### src/rtl/dino_pkg.sv
// Shared types and constants for the obstacle collision block.
package dino_pkg;

  typedef enum logic [2:0] {
    IDLE = 3'd0,
    RUN  = 3'd1,
    CHK1 = 3'd2,
    CHK2 = 3'd3,
    HIT  = 3'd4
  } state_t;

  localparam logic [5:0] DINO_H_STAND = 6'd24;
  localparam logic [5:0] DINO_H_DUCK  = 6'd12;

  // Obstacle hitbox: width in position units and vertical span [y_lo, y_hi).
  typedef struct packed {
    logic [4:0] w;
    logic [5:0] y_lo;
    logic [5:0] y_hi;
  } hitbox_t;

  localparam hitbox_t HB_SMALL_CACTUS = '{w: 5'd8,  y_lo: 6'd0,  y_hi: 6'd16};
  localparam hitbox_t HB_LARGE_CACTUS = '{w: 5'd12, y_lo: 6'd0,  y_hi: 6'd24};
  localparam hitbox_t HB_LOW_BIRD     = '{w: 5'd16, y_lo: 6'd14, y_hi: 6'd26};
  localparam hitbox_t HB_HIGH_BIRD    = '{w: 5'd16, y_lo: 6'd28, y_hi: 6'd40};

  // Map a 3-bit obstacle type onto its hitbox.
  function automatic hitbox_t type_hitbox(input logic [2:0] t);
    hitbox_t hb;
    case (t)
      3'd4, 3'd5: hb = HB_LARGE_CACTUS;
      3'd6:       hb = HB_LOW_BIRD;
      3'd7:       hb = HB_HIGH_BIRD;
      default:    hb = HB_SMALL_CACTUS;
    endcase
    return hb;
  endfunction

endpackage

### src/rtl/obstacle_hitbox.sv
// Combinational axis-aligned overlap test between one obstacle and the dino.
module obstacle_hitbox
  import dino_pkg::*;
#(
  parameter int POS_W  = 10,
  parameter int DINO_X = 40,
  parameter int DINO_W = 12
) (
  input  logic [POS_W-1:0] pos,
  input  logic [2:0]       obs_type,
  input  logic [5:0]       dino_y,
  input  logic [5:0]       dino_h,
  output logic             hit
);

  localparam logic [10:0] DX_LO = 11'(DINO_X);
  localparam logic [10:0] DX_HI = 11'(DINO_X + DINO_W);

  hitbox_t     hb;
  logic [10:0] ox_lo;
  logic [10:0] ox_hi;
  logic [10:0] oy_lo;
  logic [10:0] oy_hi;
  logic [10:0] dy_lo;
  logic [10:0] dy_hi;

  // Strict-inequality overlap on both axes; 11-bit sums so edges never wrap.
  always_comb begin
    hb    = type_hitbox(obs_type);
    ox_lo = 11'(pos);
    ox_hi = 11'(pos) + 11'(hb.w);
    oy_lo = 11'(hb.y_lo);
    oy_hi = 11'(hb.y_hi);
    dy_lo = 11'(dino_y);
    dy_hi = 11'(dino_y) + 11'(dino_h);
    hit   = (pos != '0) &&
            (ox_lo < DX_HI) && (DX_LO < ox_hi) &&
            (oy_lo < dy_hi) && (dy_lo < oy_hi);
  end

endmodule

### src/rtl/obstacle_collision.sv
// Frame-by-frame collision checker with run/freeze FSM and survived-frame score.
module obstacle_collision
  import dino_pkg::*;
#(
  parameter int CONV   = 0,
  parameter int DINO_X = 40,
  parameter int DINO_W = 12
) (
  input  logic            clk,
  input  logic            rst,
  input  logic            game_start,
  input  logic            frame_tick,
  input  logic [9-CONV:0] obstacle1_pos,
  input  logic [9-CONV:0] obstacle2_pos,
  input  logic [2:0]      obstacle1_type,
  input  logic [2:0]      obstacle2_type,
  input  logic [5:0]      dino_y,
  input  logic            dino_duck,
  output logic            game_frozen,
  output logic            collision,
  output logic            hit_obstacle,
  output logic [15:0]     score
);

  localparam int POS_W = 10 - CONV;

  state_t state_q;
  state_t state_d;

  // Frame snapshot taken on the accepted tick.
  logic [POS_W-1:0] snap1_pos_q;
  logic [POS_W-1:0] snap2_pos_q;
  logic [2:0]       snap1_type_q;
  logic [2:0]       snap2_type_q;
  logic [5:0]       snap_y_q;
  logic             snap_duck_q;
  logic             snap_en;

  // Check results: slot-1 result and the one-cycle pending frame verdict.
  logic hit1_q,       hit1_d;
  logic pend_hit_q,   pend_hit_d;
  logic pend_clean_q, pend_clean_d;
  logic pend_idx_q,   pend_idx_d;

  logic        frozen_d;
  logic        collision_d;
  logic        hit_obs_d;
  logic [15:0] score_d;

  // Shared comparator inputs.
  logic [POS_W-1:0] cmp_pos;
  logic [2:0]       cmp_type;
  logic [5:0]       cmp_h;
  logic             cmp_hit;

  // Route slot 2 into the comparator during CHK2, slot 1 otherwise.
  always_comb begin
    cmp_pos  = (state_q == CHK2) ? snap2_pos_q  : snap1_pos_q;
    cmp_type = (state_q == CHK2) ? snap2_type_q : snap1_type_q;
    cmp_h    = snap_duck_q ? DINO_H_DUCK : DINO_H_STAND;
  end

  obstacle_hitbox #(
    .POS_W  (POS_W),
    .DINO_X (DINO_X),
    .DINO_W (DINO_W)
  ) u_hitbox (
    .pos      (cmp_pos),
    .obs_type (cmp_type),
    .dino_y   (snap_y_q),
    .dino_h   (cmp_h),
    .hit      (cmp_hit)
  );

  // State register.
  always_ff @(posedge clk or posedge rst) begin
    if (rst) state_q <= IDLE;
    else     state_q <= state_d;
  end

  // Next state plus next values of the registered outputs and check results.
  always_comb begin
    state_d      = state_q;
    snap_en      = 1'b0;
    hit1_d       = hit1_q;
    pend_hit_d   = 1'b0;
    pend_clean_d = 1'b0;
    pend_idx_d   = 1'b0;
    frozen_d     = (state_q == IDLE) || (state_q == HIT);
    collision_d  = pend_hit_q;
    hit_obs_d    = pend_hit_q ? pend_idx_q : hit_obstacle;
    score_d      = (pend_clean_q && (score != 16'hFFFF)) ? score + 16'd1 : score;
    if (game_start) begin
      // Restart wins over everything, including a verdict still in flight.
      state_d     = RUN;
      hit1_d      = 1'b0;
      collision_d = 1'b0;
      hit_obs_d   = 1'b0;
      score_d     = 16'd0;
    end else begin
      case (state_q)
        RUN: begin
          if (frame_tick) begin
            snap_en = 1'b1;
            state_d = CHK1;
          end
        end
        CHK1: begin
          hit1_d  = cmp_hit;
          state_d = CHK2;
        end
        CHK2: begin
          if (hit1_q || cmp_hit) begin
            state_d    = HIT;
            pend_hit_d = 1'b1;
            pend_idx_d = ~hit1_q;
          end else begin
            state_d      = RUN;
            pend_clean_d = 1'b1;
          end
        end
        default: ;
      endcase
    end
  end

  // Snapshot, check-result and output registers.
  always_ff @(posedge clk or posedge rst) begin
    if (rst) begin
      snap1_pos_q  <= '0;
      snap2_pos_q  <= '0;
      snap1_type_q <= '0;
      snap2_type_q <= '0;
      snap_y_q     <= '0;
      snap_duck_q  <= 1'b0;
      hit1_q       <= 1'b0;
      pend_hit_q   <= 1'b0;
      pend_clean_q <= 1'b0;
      pend_idx_q   <= 1'b0;
      game_frozen  <= 1'b1;
      collision    <= 1'b0;
      hit_obstacle <= 1'b0;
      score        <= 16'd0;
    end else begin
      if (snap_en) begin
        snap1_pos_q  <= obstacle1_pos;
        snap2_pos_q  <= obstacle2_pos;
        snap1_type_q <= obstacle1_type;
        snap2_type_q <= obstacle2_type;
        snap_y_q     <= dino_y;
        snap_duck_q  <= dino_duck;
      end
      hit1_q       <= hit1_d;
      pend_hit_q   <= pend_hit_d;
      pend_clean_q <= pend_clean_d;
      pend_idx_q   <= pend_idx_d;
      game_frozen  <= frozen_d;
      collision    <= collision_d;
      hit_obstacle <= hit_obs_d;
      score        <= score_d;
    end
  end

endmodule

### config.mk
export PLATFORM = sky130hd
export DESIGN_NAME = obstacle_collision
export DESIGN_NICKNAME = d
export VERILOG_FILES = /design/src/rtl/dino_pkg.sv /design/src/rtl/obstacle_hitbox.sv /design/src/rtl/obstacle_collision.sv
export SDC_FILE = /design/constraint.sdc
export NUM_CORES = 1
export LEC_CHECK = 0
export ABC_AREA = 1
export ABC_CLOCK_PERIOD_IN_PS = 3500
export CAP_MARGIN = 15
export CORE_AREA = 2 2 80 113
export CTS_BUF_LIST = sky130_fd_sc_hd__clkbuf_4 sky130_fd_sc_hd__clkbuf_8
export DETAILED_ROUTE_END_ITERATION = 16
export DIE_AREA = 0 0 82 115
export DONT_BUFFER_PORTS = 1
export GPL_TIMING_DRIVEN = 0
export PLACE_DENSITY_LB_ADDON = 0.3
export SETUP_SLACK_MARGIN = 0.5
export SLEW_MARGIN = 20
export SYNTH_ARGS = -nofsm -noshare
export SYNTH_HDL_FRONTEND = slang
export SYNTH_HIERARCHICAL = 1
export SYNTH_SLANG_ARGS = --single-unit
### constraint.sdc
create_clock -name clk -period 3.5 [get_ports clk]
set_input_delay 0.175 -clock clk [delete_from_list [all_inputs] [get_ports clk]]
set_output_delay 0.175 -clock clk [all_outputs]
set_load 0.02 [all_outputs]
==> results.md <==
* Status: completed
* Worst r2r dst: state_q[0]
* Max incr delay on CP at 0.44 ns
* Hold depth at 2
* Reg-to-Reg Start: state_q[2]
* RSZ-0062 raised after global routing: true
* Rel. slew slack at 65.5%
* Die Span Y at between 100 and 150 um
* Crit-path cells: nor2_4, nand2_4, buf_4, nand2_2, o21ai_2, inv_2, nor2_4, ha_4, inv_2, fa_2, inv_2, nand2_2, nand2_2, nand3_2, nand2_1, inv_1, nor2_2, nand2_2, nor2_4, nor2_1, inv_1, nand2_2, o21ai_2, inv_1
* Placed Area at 0.00365 mm2
* Fin. Hold Viols at 0
* Total Wirelength at 7.93 mm
* Synth top area share at 41.7%
* WL/cell at 13.5 um
* DP Cell Count at 525
* CP most frequent cell: nand2_2
* Clock buffer depth at 2
* CTS tree: done
* Final Skew at 0.0115 ns
* Layout cells sized above 1 at 24.2%
* Worst Path Arrival at 3.13 ns
* # DRC at 0
* EDFF count, synth at 0
* Starting Density at 41.4%
* Post-Syn Area at 0.00348 mm2
* HPWL after DPL at 5.53 mm
* Top-count cell post-synth: nand2_1
* Ports at 56
* DIE WIDTH at 82 um
* Hold path startpoint: obstacle2_pos[9]
* HP Class: input pin to flip-flop
* Grt met3 use at 3.92%
* Reg2Reg Setup Slack at 0.61 ns
* Area grow syn2layout at 26.5%
* Depth of the worst register-to-register path at 24
* Core Box Area at approximately 0.0084 mm2
* Post-layout minimum cycle time at 2.89 ns
* Yosys reg bits at 59
* Yosys warns at 6
* N_diodes at 0
* Number of global-route vias before repair at 2996
* Final setup fails at 0
* Vias per cell at 4.96
* First-pass GRT wire length at 13.3 mm
* Peak Freq at 0.346 GHz
* Crit Path Max Fanout at 5
* Clock transition at path regs at 0.07 ns
* PwrDens at 573 mW/mm2
* Post-DRT Antenna Nets at 0
* Final period util at just over 80%
* TNS Setup at 0 ns
* Post-Route Utilization at 52.4%
* Row cnt at 40
* RePlAce Congestion at 0.832
* Crit path launch type: flip-flop
* # H-tree levels at 3
* Ys async rst share at 100%
* I/O Buffers at 0
* Nets@finish at 536
* Gate Count Post-Synth at about 420
* TritonRoute pass-1 iters at 4
* Die ar. at around 0.0094 mm2
* Top FF cell, synth: dfrtp_1
* Total GRT Usage at 18.3%
* CTS Buf Count at 9
* Hold Path Sink: snap2_pos_q[9]
* Critical Path RT at 3.73 ns
* Drt initial violations at 63
* Slew Viols, Final at 0
* Max VDD drop at 0.000404 V
* Largest net degree at the start of global routing at 32
* Met1 GRT Util at 19.7%
* CP Class: flip-flop to flip-flop
* Initial antenna violation count at 0
* Finished Cell Area at approximately 0.0044 mm2
* Leak at 0.00217 uW
* Post-Layout Cell Count at 589
* Synth area leader: dfrtp_1
* Crit-path slowest cell: fa_2
* Synth cell types at 34
* CP Capture Type: flip-flop
* DR vias at 2920
* Commonest cells in the netlist: nand2_1, dfrtp_1, inv_1
* Worst Tran Pin Value at just over 0.5 ns
* Setup slack after layout at 0.607 ns
* Area contributors post-synth: dfrtp_1, nand2_1, mux2_2
* Max_cap viols at 0
* Grt ovf at 0
* CTS root buf: clkbuf_8
* Sequential fraction of the synthesis area at 42.4%
* Clk sinks at 59
* GR peak layer: met2
* M2 GR Usage at 33.4%
* Post-Place Worst Slack at -0.181 ns
* Avg Inst Size Synth at 8.37 um2
* Skew-Pair Late Insertion Delay at ~0.34 ns
-- flip-flops by register name, indices dropped and copies added, names as in the netlist, 3 cells and up --
signal,cells
score,16
snap2_type_q,3
state_q,3
snap2_pos_q,10
snap_y_q,6
snap1_type_q,3
snap1_pos_q,10
-- cell families (layout without fill, tap and decap cells) --
logic type	Yosys count	in the layout	share of synthesized area [%]
and+or+nand+nor	211	211	26.2
DFF	59	59	42.4
muxes	30	30	9.70
adders and majority gates	19	19	7.26
AOI/OAI and AO/OA	28	28	4.49
buffers and inverters	57	122	7.19
xor gates and xnor gates	10	10	2.52
other	2	5	0.216
-- stage by stage --
stage,total power [uW],hold WS (ns)
2_1_floorplan,1610,0.307
3_3_place_gp,1750,0.309
3_5_place_dp,1790,0.0579
4_1_cts,2410,0.0302
5_1_grt,2720,0.0391
6_report,2520,0.0349
-- worst max-delay path, delay by kind of cell (launching register included) --
kind / cells / cell delay, ns
adders and majority gates: 2 / 0.59
buffers and inverters: 7 / 0.53
and+or+nand+nor: 13 / 1.04
DFF: 1 / 0.42
AOI/OAI and AO/OA: 2 / 0.19
-- per-layer routing --
metal	wire (um)	vias up
met1	3160	1376
met3	394	13
li1	-	1455
met4	124	0
met2	4250	76
met5	0	-
-- layout make-up --
cell class	instances	area (um2)
Fill cell	756	4000
Tap cell	105	131
Multi-Input combinational cell	303	1870
Timing Repair Buffer	50	470
Inverter	49	191
Sequential cell	59	1480
Clock buffer	12	153
Clock inverter	3	15.0
Buffer	8	95.1
-- cells in the final DEF (no fill, tap or decap), drive strengths merged --
master / instances
inv: 49
mux2: 30
nand3b: 1
xor2: 6
nor3: 7
dfrtp: 58
conb: 5
nand3: 18
clkinv: 3
nor2: 44
clkbuf: 14
nand2: 130
nand4: 9
buf: 23
or2: 2
dfstp: 1
fa: 2
ha: 17
xnor2: 4
dlygate4sd3: 33
o21bai: 2
a21oi: 12
o21ai: 14
-- what timing repair did --
item | 4_1_cts | 5_1_grt
pin swaps | 2 | 10
gates resized for setup | 20 | 23
endpoints found under the hold margin | 60 | 0
setup buffers | 4 | 12
hold buffers | 33 | 0
setup endpoints to repair | 6 | 6
-- power breakdown --
| part | switching, uW | internal [uW] | leakage [uW] | total [uW] |
|---|---|---|---|---|
| combinational | 573 | 490 | 0.00133 | 1060 |
| sequential | 91.2 | 821 | 0.000739 | 913 |
| clock | 263 | 285 | 0.0000928 | 547 |
| total | 927 | 1600 | 0.00217 | 2520 |
-- worst max path at each step --
stage	start	to	slack (ns)	depth (start not counted)
4_1_cts	state_q[1]	state_q[0]	0.51	24
5_1_grt	state_q[1]	state_q[0]	0.40	25
3_5_place_dp	state_q[1]	state_q[0]	-0.18	24
6_report	state_q[2]	state_q[0]	0.61	24
3_3_place_gp	state_q[1]	state_q[0]	-0.12	24
2_1_floorplan	state_q[1]	state_q[0]	0.56	23
Power figures use the tool's default switching activity.
